$ cat src/rtl/ir_pkg.sv
// Shared types and constants for the IR command decoder.
package ir_pkg;

    typedef enum logic [2:0] {
        S_STOP = 3'd0,
        S_SEEK = 3'd1,
        S_REQ  = 3'd2,
        S_BUSY = 3'd3
    } ir_state_e;

    localparam int RED   = 0;
    localparam int GREEN = 1;
    localparam int BLUE  = 2;

    localparam logic [11:0] IR_DEFAULT_MASK = 12'hCE8;
    localparam int          STOP_CH         = 0;

    function automatic logic [7:0] sat_inc8(input logic [7:0] v);
        return (v == 8'hFF) ? v : v + 8'd1;
    endfunction

endpackage

$ cat src/rtl/ir_debounce.sv
// Debounces a one-hot IR channel bus: emits a single commit pulse once the
// same valid channel has been sampled DEBOUNCE_CYCLES times in a row.
module ir_debounce #(
    parameter  int NUM_CH          = 4,
    parameter  int DEBOUNCE_CYCLES = 16,
    localparam int IDX_W           = (NUM_CH > 1) ? $clog2(NUM_CH) : 1
) (
    input  logic              clk,
    input  logic              rst_n,
    input  logic [NUM_CH-1:0] ir_ch,
    output logic              commit,
    output logic [IDX_W-1:0]  idx,
    output logic              sample_valid
);

    localparam int CNT_W = $clog2(DEBOUNCE_CYCLES + 1);

    logic [NUM_CH-1:0] sample_q;
    logic [CNT_W-1:0]  cnt_q;
    logic [CNT_W-1:0]  cnt_d;
    logic              stable;

    assign sample_valid = (ir_ch != '0) && ((ir_ch & (ir_ch - NUM_CH'(1))) == '0);
    assign stable       = (ir_ch == sample_q) && (cnt_q != '0);

    always_comb begin
        idx = '0;
        for (int i = 0; i < NUM_CH; i++) begin
            if (ir_ch[i]) idx = IDX_W'(i);
        end
    end

    // Counter saturates at the threshold so a held input commits only once.
    always_comb begin
        cnt_d = '0;
        if (sample_valid) begin
            if (stable)
                cnt_d = (cnt_q == CNT_W'(DEBOUNCE_CYCLES)) ? cnt_q : cnt_q + CNT_W'(1);
            else
                cnt_d = CNT_W'(1);
        end
    end

    assign commit = sample_valid && (cnt_d == CNT_W'(DEBOUNCE_CYCLES))
                    && !(stable && (cnt_q == CNT_W'(DEBOUNCE_CYCLES)));

    always_ff @(posedge clk or negedge rst_n) begin
        if (!rst_n) begin
            sample_q <= '0;
            cnt_q    <= '0;
        end else begin
            sample_q <= ir_ch;
            cnt_q    <= cnt_d;
        end
    end

endmodule

$ cat src/rtl/ir_command_decoder.sv
// IR beacon command decoder: debounced instruction commit, colour match and
// pickup handshake. Optional IR-loss timeout enabled by IR_LOSS_TIMEOUT_EN.
module ir_command_decoder
    import ir_pkg::*;
#(
    parameter  int                                 NUM_CH          = 4,
    parameter  int                                 NUM_COLORS      = 3,
    parameter  logic [NUM_CH*NUM_COLORS-1:0]       CH_COLOR_MASK   = (NUM_CH*NUM_COLORS)'(IR_DEFAULT_MASK),
    parameter  int                                 DEBOUNCE_CYCLES = 16,
    parameter  int                                 TIMEOUT_CYCLES  = 65535,
    localparam int                                 IW              = (NUM_CH > 1) ? $clog2(NUM_CH) : 1
) (
    input  logic                  clk,
    input  logic                  rst_n,
    input  logic [NUM_CH-1:0]     ir_ch,
    input  logic [NUM_COLORS-1:0] color_detected,
    input  logic                  color_valid,
    input  logic                  pickup_ack,
    input  logic                  pickup_done,
    output logic [IW-1:0]         instr,
    output logic                  instr_valid,
    output logic [2:0]            state,
    output logic                  pickup_req,
    output logic                  stop,
    output logic                  abort,
    output logic [7:0]            pickup_count
);

    logic            commit;
    logic [IW-1:0]   commit_idx;
    logic            sample_valid;
    logic            stop_commit;
    logic            loss_hit;
    logic            match;

    ir_state_e       state_q;
    logic [IW-1:0]   instr_q;
    logic            instr_valid_q;
    logic            abort_q;
    logic [7:0]      count_q;

    logic [NUM_COLORS-1:0] mask_arr [NUM_CH];

    ir_debounce #(
        .NUM_CH          (NUM_CH),
        .DEBOUNCE_CYCLES (DEBOUNCE_CYCLES)
    ) u_debounce (
        .clk          (clk),
        .rst_n        (rst_n),
        .ir_ch        (ir_ch),
        .commit       (commit),
        .idx          (commit_idx),
        .sample_valid (sample_valid)
    );

    for (genvar gi = 0; gi < NUM_CH; gi++) begin : g_mask
        assign mask_arr[gi] = CH_COLOR_MASK[gi*NUM_COLORS +: NUM_COLORS];
    end

    assign match       = color_valid & |(color_detected & mask_arr[instr_q]);
    assign stop_commit = commit && (commit_idx == IW'(STOP_CH));

`ifdef IR_LOSS_TIMEOUT_EN
    localparam int LW = $clog2(TIMEOUT_CYCLES + 1);
    logic [LW-1:0] loss_q;

    always_ff @(posedge clk or negedge rst_n) begin
        if (!rst_n)
            loss_q <= '0;
        else if (sample_valid)
            loss_q <= '0;
        else if (loss_q != LW'(TIMEOUT_CYCLES))
            loss_q <= loss_q + LW'(1);
    end

    assign loss_hit = !sample_valid && (loss_q == LW'(TIMEOUT_CYCLES - 1));
`else
    // Without the timeout the validity flag and limit are intentionally unused.
    logic unused_loss;
    assign unused_loss = sample_valid ^ (TIMEOUT_CYCLES == 0);
    assign loss_hit    = 1'b0;
`endif

    always_ff @(posedge clk or negedge rst_n) begin
        if (!rst_n) begin
            state_q       <= S_STOP;
            instr_q       <= '0;
            instr_valid_q <= 1'b0;
            abort_q       <= 1'b0;
            count_q       <= '0;
        end else begin
            abort_q <= 1'b0;
            if (commit) begin
                instr_q       <= commit_idx;
                instr_valid_q <= 1'b1;
            end
            if (loss_hit)
                instr_valid_q <= 1'b0;

            // Stop or IR loss overrides everything, including a coincident done.
            if (stop_commit || loss_hit) begin
                state_q <= S_STOP;
                abort_q <= (state_q == S_REQ) || (state_q == S_BUSY);
            end else begin
                case (state_q)
                    S_STOP: if (commit)      state_q <= S_SEEK;
                    S_SEEK: if (match)       state_q <= S_REQ;
                    S_REQ:  if (pickup_ack)  state_q <= S_BUSY;
                    S_BUSY: if (pickup_done) begin
                        state_q <= S_SEEK;
                        count_q <= sat_inc8(count_q);
                    end
                    default: state_q <= S_STOP;
                endcase
            end
        end
    end

    assign instr        = instr_q;
    assign instr_valid  = instr_valid_q;
    assign state        = state_q;
    assign pickup_req   = (state_q == S_REQ);
    assign stop         = (state_q == S_STOP);
    assign abort        = abort_q;
    assign pickup_count = count_q;

endmodule

$ cat config.mk
export PLATFORM = sky130hd
export DESIGN_NAME = ir_command_decoder
export DESIGN_NICKNAME = d
export VERILOG_FILES = /design/src/rtl/ir_pkg.sv /design/src/rtl/ir_debounce.sv /design/src/rtl/ir_command_decoder.sv
export SDC_FILE = /design/constraint.sdc
export NUM_CORES = 1
export LEC_CHECK = 0
export CORE_UTILIZATION = 50
export CTS_CLUSTER_SIZE = 10
export DETAILED_ROUTE_END_ITERATION = 12
export PLACE_DENSITY = 0.87
export SLEW_MARGIN = 0
export SYNTH_ARGS = -nofsm -noshare
export SYNTH_HDL_FRONTEND = slang
export SYNTH_HIERARCHICAL = 1
export SYNTH_SLANG_ARGS = --single-unit
$ cat constraint.sdc
create_clock -name clk -period 3 [get_ports clk]
set_input_delay 0.6 -clock clk [delete_from_list [all_inputs] [get_ports clk]]
set_output_delay 0.6 -clock clk [all_outputs]
set_load 0.05 [all_outputs]
=== Word-level counts from Yosys, hierarchy flattened ===
Index checks and enable logic that the tools add are counted.

* Add/sub/neg operators: 3
* Magnitude comparators: 1
* Equal/unequal tests: 11
* Muxes and demuxes: 16
* Bitwise gates (word level): 6
* Reduce and logical (&&, ||, !) cells: 16

{| class="wikitable"
|+ Operators with widths
! kind !! count
|-
| $mux 3 || 7
|-
| $mux 5 || 3
|-
| $pmux 3 s4 || 1
|-
| $eq 5x5->1 const B || 2
|-
| $add 8x1->8 const B || 1
|-
| $eq 8x8->1 const B || 1
|-
| $reduce_and 4->1 || 2
|-
| $bmux 3 s2 || 1
|-
| $eq 3x2->1 const B || 2
|-
| $logic_and 1x1->1 || 6
|-
| $ne 3x3->1 const B || 2
|-
| $add 5x1->5 const B || 1
|-
| $reduce_bool 5->1 || 1
|-
| $and 4x4->4 || 1
|-
| $eq 4x4->1 || 1
|-
| $logic_not 4->1 || 1
|-
| $mux 2 || 2
|-
| $reduce_bool 4->1 || 1
|-
| $sub 4x1->4 const B || 1
|-
| $and 3x3->3 || 1
|-
| $eq 3x1->1 const B || 1
|-
| $ge 3x3->1 const B || 1
|-
| $logic_not 3->1 || 1
|-
| $ne 3x1->1 const B || 1
|-
| other kinds (9) || 11
|}

* Register bits after elaboration: 24
* Input bits: 12
* Output and inout port bits: 17
* Word-level logic and storage cells: 60

=== Logic depth before layout (Yosys ltp) ===
Gate-level depths: netlist of the first run.

* Depth in word-level cells: 11
* Mapped depth: 9
* Mapped depth without buffers: 9

=== Cells and area by module ===
Netlist of the first run, hierarchy kept.

{| class="wikitable"
|+ Modules (own cells, without submodules)
! module !! times used !! cells an instance !! area each (um^2) !! sequential area each (um^2)
|-
| ir_command_decoder || 1 || 80 || 832.0 || 350.3
|-
| ir_debounce || 1 || 47 || 529.3 || 225.2
|}

=== Worst setup path after synthesis of the first run ===
No wires, ideal clock.

* Kind: in2reg
* Start point: input ir_ch[2]
* End point: register count_q[5], in the netlist pickup_count[5]
* Library setup time: 0.125 ns
* Data arrival time: 2.634 ns
* Setup slack: 0.241 ns
* Cell stages on the path: 8
* Buffers on the path: 0
* Cells stage by stage: or2_2 > nor3b_2 > o211ai_2 > nor4_2 > nor3b_4 > nor3_2 > and3_4 > mux2_4

* Cells in the longest elaborated chain, start to end: 11
* Elaborated cells on any way between the ends: 20
* Classes of those cells: add/sub: 1; eq/ne: 2; mux: 4; bitwise: 2; reduce/logical: 11

{| class="wikitable"
|+ Ends and longest elaborated chain
! item !! line !! source
|-
| start, declared || ir_command_decoder.sv:15 || <nowiki>input logic [NUM_CH-1:0] ir_ch,</nowiki>
|-
| $sub 4x1->4 || ir_debounce.sv:23 || <nowiki>assign sample_valid = (ir_ch != '0) && ((ir_ch & (ir_ch - NUM_CH'(1))) == '0);</nowiki>
|-
| $and 4x4->4 || ir_debounce.sv:23 ||
|-
| $logic_not 4->1 || ir_debounce.sv:23 ||
|-
| $logic_and 1x1->1 || ir_debounce.sv:23 ||
|-
| $mux 5 || ir_debounce.sv:36 || <nowiki>if (sample_valid) begin</nowiki>
|-
| $eq 5x5->1 || ir_debounce.sv:44 || <nowiki>assign commit = sample_valid && (cnt_d == CNT_W'(DEBOUNCE_CYCLES))</nowiki>
|-
| $logic_and 1x1->1 || ir_debounce.sv:44 ||
|-
| $logic_and 1x1->1 (*) || ir_debounce.sv:45 || <nowiki>&& !(stable && (cnt_q == CNT_W'(DEBOUNCE_CYCLES)));</nowiki>
|-
| net commit || ir_command_decoder.sv:29 || <nowiki>logic commit;</nowiki>
|-
| $logic_and 1x1->1 (*) || ir_command_decoder.sv:61 || <nowiki>assign stop_commit = commit && (commit_idx == IW'(STOP_CH));</nowiki>
|-
| $not 1->1 (no line) (*) || - ||
|-
| $reduce_and 4->1 (no line) (*) || - ||
|-
| end signal, assigned || ir_command_decoder.sv:111 || <nowiki>count_q <= sat_inc8(count_q);</nowiki>
|-
| end, declared || ir_command_decoder.sv:40 || <nowiki>logic [7:0] count_q;</nowiki>
|}

The timed path passes the listed nets; every way through them passes the cells marked *.
A chain may end at the register's enable or synchronous reset.

=== Worst setup path after layout of the first run ===
* Start point: input ir_ch[2]
* End point: register state_q[0], in the netlist state[0]

* Elaborated cells on any way between the ends: 24
* Classes of those cells: add/sub: 1; eq/ne: 6; mux: 5; bitwise: 1; reduce/logical: 11

{| class="wikitable"
|+ RTL lines
! item !! line !! source
|-
| $mux 2 (*) (2 in series) || ir_debounce.sv:29 || <nowiki>if (ir_ch[i]) idx = IDX_W'(i);</nowiki>
|-
| net commit_idx[1] || ir_command_decoder.sv:30 || <nowiki>logic [IW-1:0] commit_idx;</nowiki>
|-
| $logic_not 2->1 (*) || ir_command_decoder.sv:61 ||
|-
| $logic_and 1x1->1 (*) || ir_command_decoder.sv:61 ||
|-
| $ne 3x3->1 (no line), or another cell as far along || - ||
|-
| $reduce_and 4->1 (no line) || - ||
|-
| end signal, assigned || ir_command_decoder.sv:86 || <nowiki>state_q <= S_STOP;</nowiki>
|-
| end signal, assigned || ir_command_decoder.sv:102 || <nowiki>state_q <= S_STOP;</nowiki>
|-
| end signal, assigned || ir_command_decoder.sv:106 || <nowiki>S_STOP: if (commit) state_q <= S_SEEK;</nowiki>
|-
| end, declared || ir_command_decoder.sv:36 || <nowiki>ir_state_e state_q;</nowiki>
|}

Marks and branches as above.

==> results of run 1 <==
## kinds of logic after synthesis
family	count (synthesis)
and+or+nand+nor	46
DFF	23
AOI/OAI and AO/OA	17
xor gates and xnor gates	13
buffers and inverters	12
muxes	8
adders and majority gates	7
other	1
## registers in the layout, summed over array words and instances, names as in the netlist
name                 count
u_debounce/sample_q      4
u_debounce/cnt_q         5
pickup_count             8
abort                    1
instr                    2
state                    2
instr_valid              1
## worst max-delay path, delay by kind of cell
family	cells	cell delay, ns
multiplexers	1	0.23
buffers and inverters	4	0.91
AND/OR/NAND/NOR	3	0.77
AO/OA/AOI/OAI	3	0.53
## through the flow
stage / setup slack (ns) / area (sq um) / utilization [%] / TNS (ns)
after CTS: 0.169 / 1780 / 70.5 / 0
after global routing: 0.00787 / 1780 / 70.5 / 0
after global placement: -0.0605 / 1750 / 69.4 / -0.191
after floorplan: 0.241 / 1360 / - / 0
final: 0.162 / 1780 / 70.5 / 0
after detailed placement: -0.182 / 1750 / 69.4 / -0.649
## cell usage after synthesis (2+ instances only)
cell type,count
dfrtp_1,23
inv_1,11
nand3_1,9
ha_1,7
nand2_1,7
xor2_1,7
nor2_1,6
xnor2_1,6
o21a_1,5
nor2b_1,4
mux2_2,3
mux2i_1,3
or2_2,3
nor3b_1,2
o211ai_1,2
o21ai_0,2
## power by group
part / internal (mW) / switching (mW) / leakage [nW] / total (mW)
clock: 0.0519 / 0.0924 / 0.0150 / 0.144
sequential: 0.357 / 0.0597 / 0.294 / 0.417
combinational: 0.197 / 0.288 / 0.502 / 0.485
total: 0.606 / 0.440 / 0.811 / 1.05
## layout make-up
class	instances	area share [%]
Clock buffer	4	1.48
Inverter	11	2.32
Multi-Input combinational cell	92	41.4
Sequential cell	23	32.4
Tap cell	30	2.11
Timing Repair Buffer	39	20.3
## worst paths after layout
kind                                              from             endpoint  slack [ns]  depth (start not counted)
worst max-delay path                          ir_ch[2]             state[0]        0.16                         11
worst min-delay path                       instr_valid          instr_valid        0.51                          1
worst max register to register  u_debounce/sample_q[2]             state[0]        0.59                         10
worst min register to register             instr_valid          instr_valid        0.51                          1
max in group asynchronous                        rst_n                abort        2.14                          2
min in group asynchronous                        rst_n  u_debounce/cnt_q[0]        0.63                          2
## metal layers
metal	wire, microns	part of all wire [%]	vias to the layer above
met5	0	0	-
met4	39	1.4	0
met3	53	1.9	4
li1	-	-	525
met2	1420	52	18
met1	1250	45	520
==> flow_summary.toml, run 1 <==
[outcome]
outcome = "finished clean"

[global_route]
grt_max_degree = 24
grt_pass1_wl_mm = 4.72
grt_antenna_before_repair = 0
grt_overflow = 0
use_met2_pct = 38.6
grt_pass1_vias = 1076
grt_busiest_layer = "met2"
met1_usage_pct = 28.0
grtUsageTotal_pct = 22.3
grtUsageMet3_pct = 1.69

[clocking]
clockRootBuffer = "clkbuf_4"
ctsHoldBuffers = 0
htreeDepth = 1
cts_setup_buffers = 0
cts_tree = "yes"
clockBufferDepth = 2
numCtsBuffers = 3
clock_latency_ns = 0.31
clock-sinks = 23
clk_transition_reported_paths_ns = 0.12
cts.repair.resized = 0

[route]
drc = 0
wl_per_cell_microns = 13.9
drt-total-wl_mm = 2.77
drt_first_pass_iters = 4
drt_iter0_drc = 7
postRouteAntennaNets = 0
vias_per_cell = 5.36
vias = 1067

[setup_path]
cpMostUsedCell = "buf_4"
critPathCaptureType = "flop"
required_ns = 3.21
start_kind = "input port"
slowest_delay_ns = 0.50
crit_chain = "clkdlybuf4s50_1, or2_2, nor3b_2, o211ai_2, nor4_2, buf_4, inv_1, a222oi_1, buf_4, mux2i_1, a21oi_2"
worstSetupPathType = "input port to flop"
critical_path.max_fanout = 5
arrival_ns = 3.05
slowest_stage = "clkdlybuf4s50_1"

[synth]
syn_area_sq_um = 1360
synth_edf_count = 0
synth_top_family_by_area = "simple AND/OR/NAND/NOR gates"
synthXorXnorAreaFrac_pct = 8.36
ys_ff_latch = 23
synthArstFlopShare_pct = 100
synth_compound_area_share_pct = 10.2
postSynthNetCount = 146
seq_area_frac_synth_pct = 42.3
synth_top_cell_area_share_pct = 42.3
synthSimpleGateAreaFrac_pct = 22.2
ys_warn_count = 6
synthesis.instances = 127
ys_types = 43
syn_area_per_cell_sq_um = 10.7
synth_flop_cell = "dfrtp_1"
synthAdderAreaFrac_pct = 6.43
synth_top_cell_by_area = "dfrtp_1"
synth_mux_area_share_pct = 6.62
yosys-top-cells-area = "dfrtp_1 42%, ha_1 6.4%, xor2_1 4.5%"

[floorplan]
die-width_microns = 54.2
dieArea_sq_um = 2940
ios = 29
initial_utilization_pct = 54.0
die_h_microns = 54.2
core-area_sq_um = 2520
std_cell_rows = 18

[hold_path]
hold_path_class = "flop to flop"

[finish]
layout.area.seq_sq_um = 576
final_cells = 199
fill_cells = 188
layout_common_cells = "27 x clkdlybuf4s50_1, 23 x dfrtp_1, 12 x buf_4"
drive_gt1_share_pct = 20.1
multi_input_area_sq_um = 737
n_antenna_cell = 0
mostFrequentLayoutCell = "clkdlybuf4s50_1"
syn_to_final_growth_pct = 30.6
fin_nets = 189

[sta]
tightest_slew_ns = 0.508
setup_viol = 0
period_minus_slack_ns = 2.84
rsz0062_at_grt = "no"
fin_crit_sh_pct = 94.6
hold_viol_final = 0
holdWs_ns = 0.513
fmax_mhz = 352
clock_skew_ns = 0.00114
slew_violations = 0
slew_headroom_pct = 66.0

[power_and_ir_drop]
leakagePower_nw = 0.811
power_mw = 1.05
power_density_nw_per_um2 = 588
ir_drop_mv = 0.660

[placed_design]
io_buffers = 27
gp_congestion = 0.841
dp_hpwl_mm = 2.20
place_inst = 195

[flow_run]
drv_cap = 0
No activity file was read; power rests on OpenSTA's default activity.
==> run 2, diff against run 1 <==
Settings changed: CTS_CLUSTER_SIZE 10 to 24.
==> results of run 2 <==
No change in the layout: final DEF, timing and power equal those of run 1.
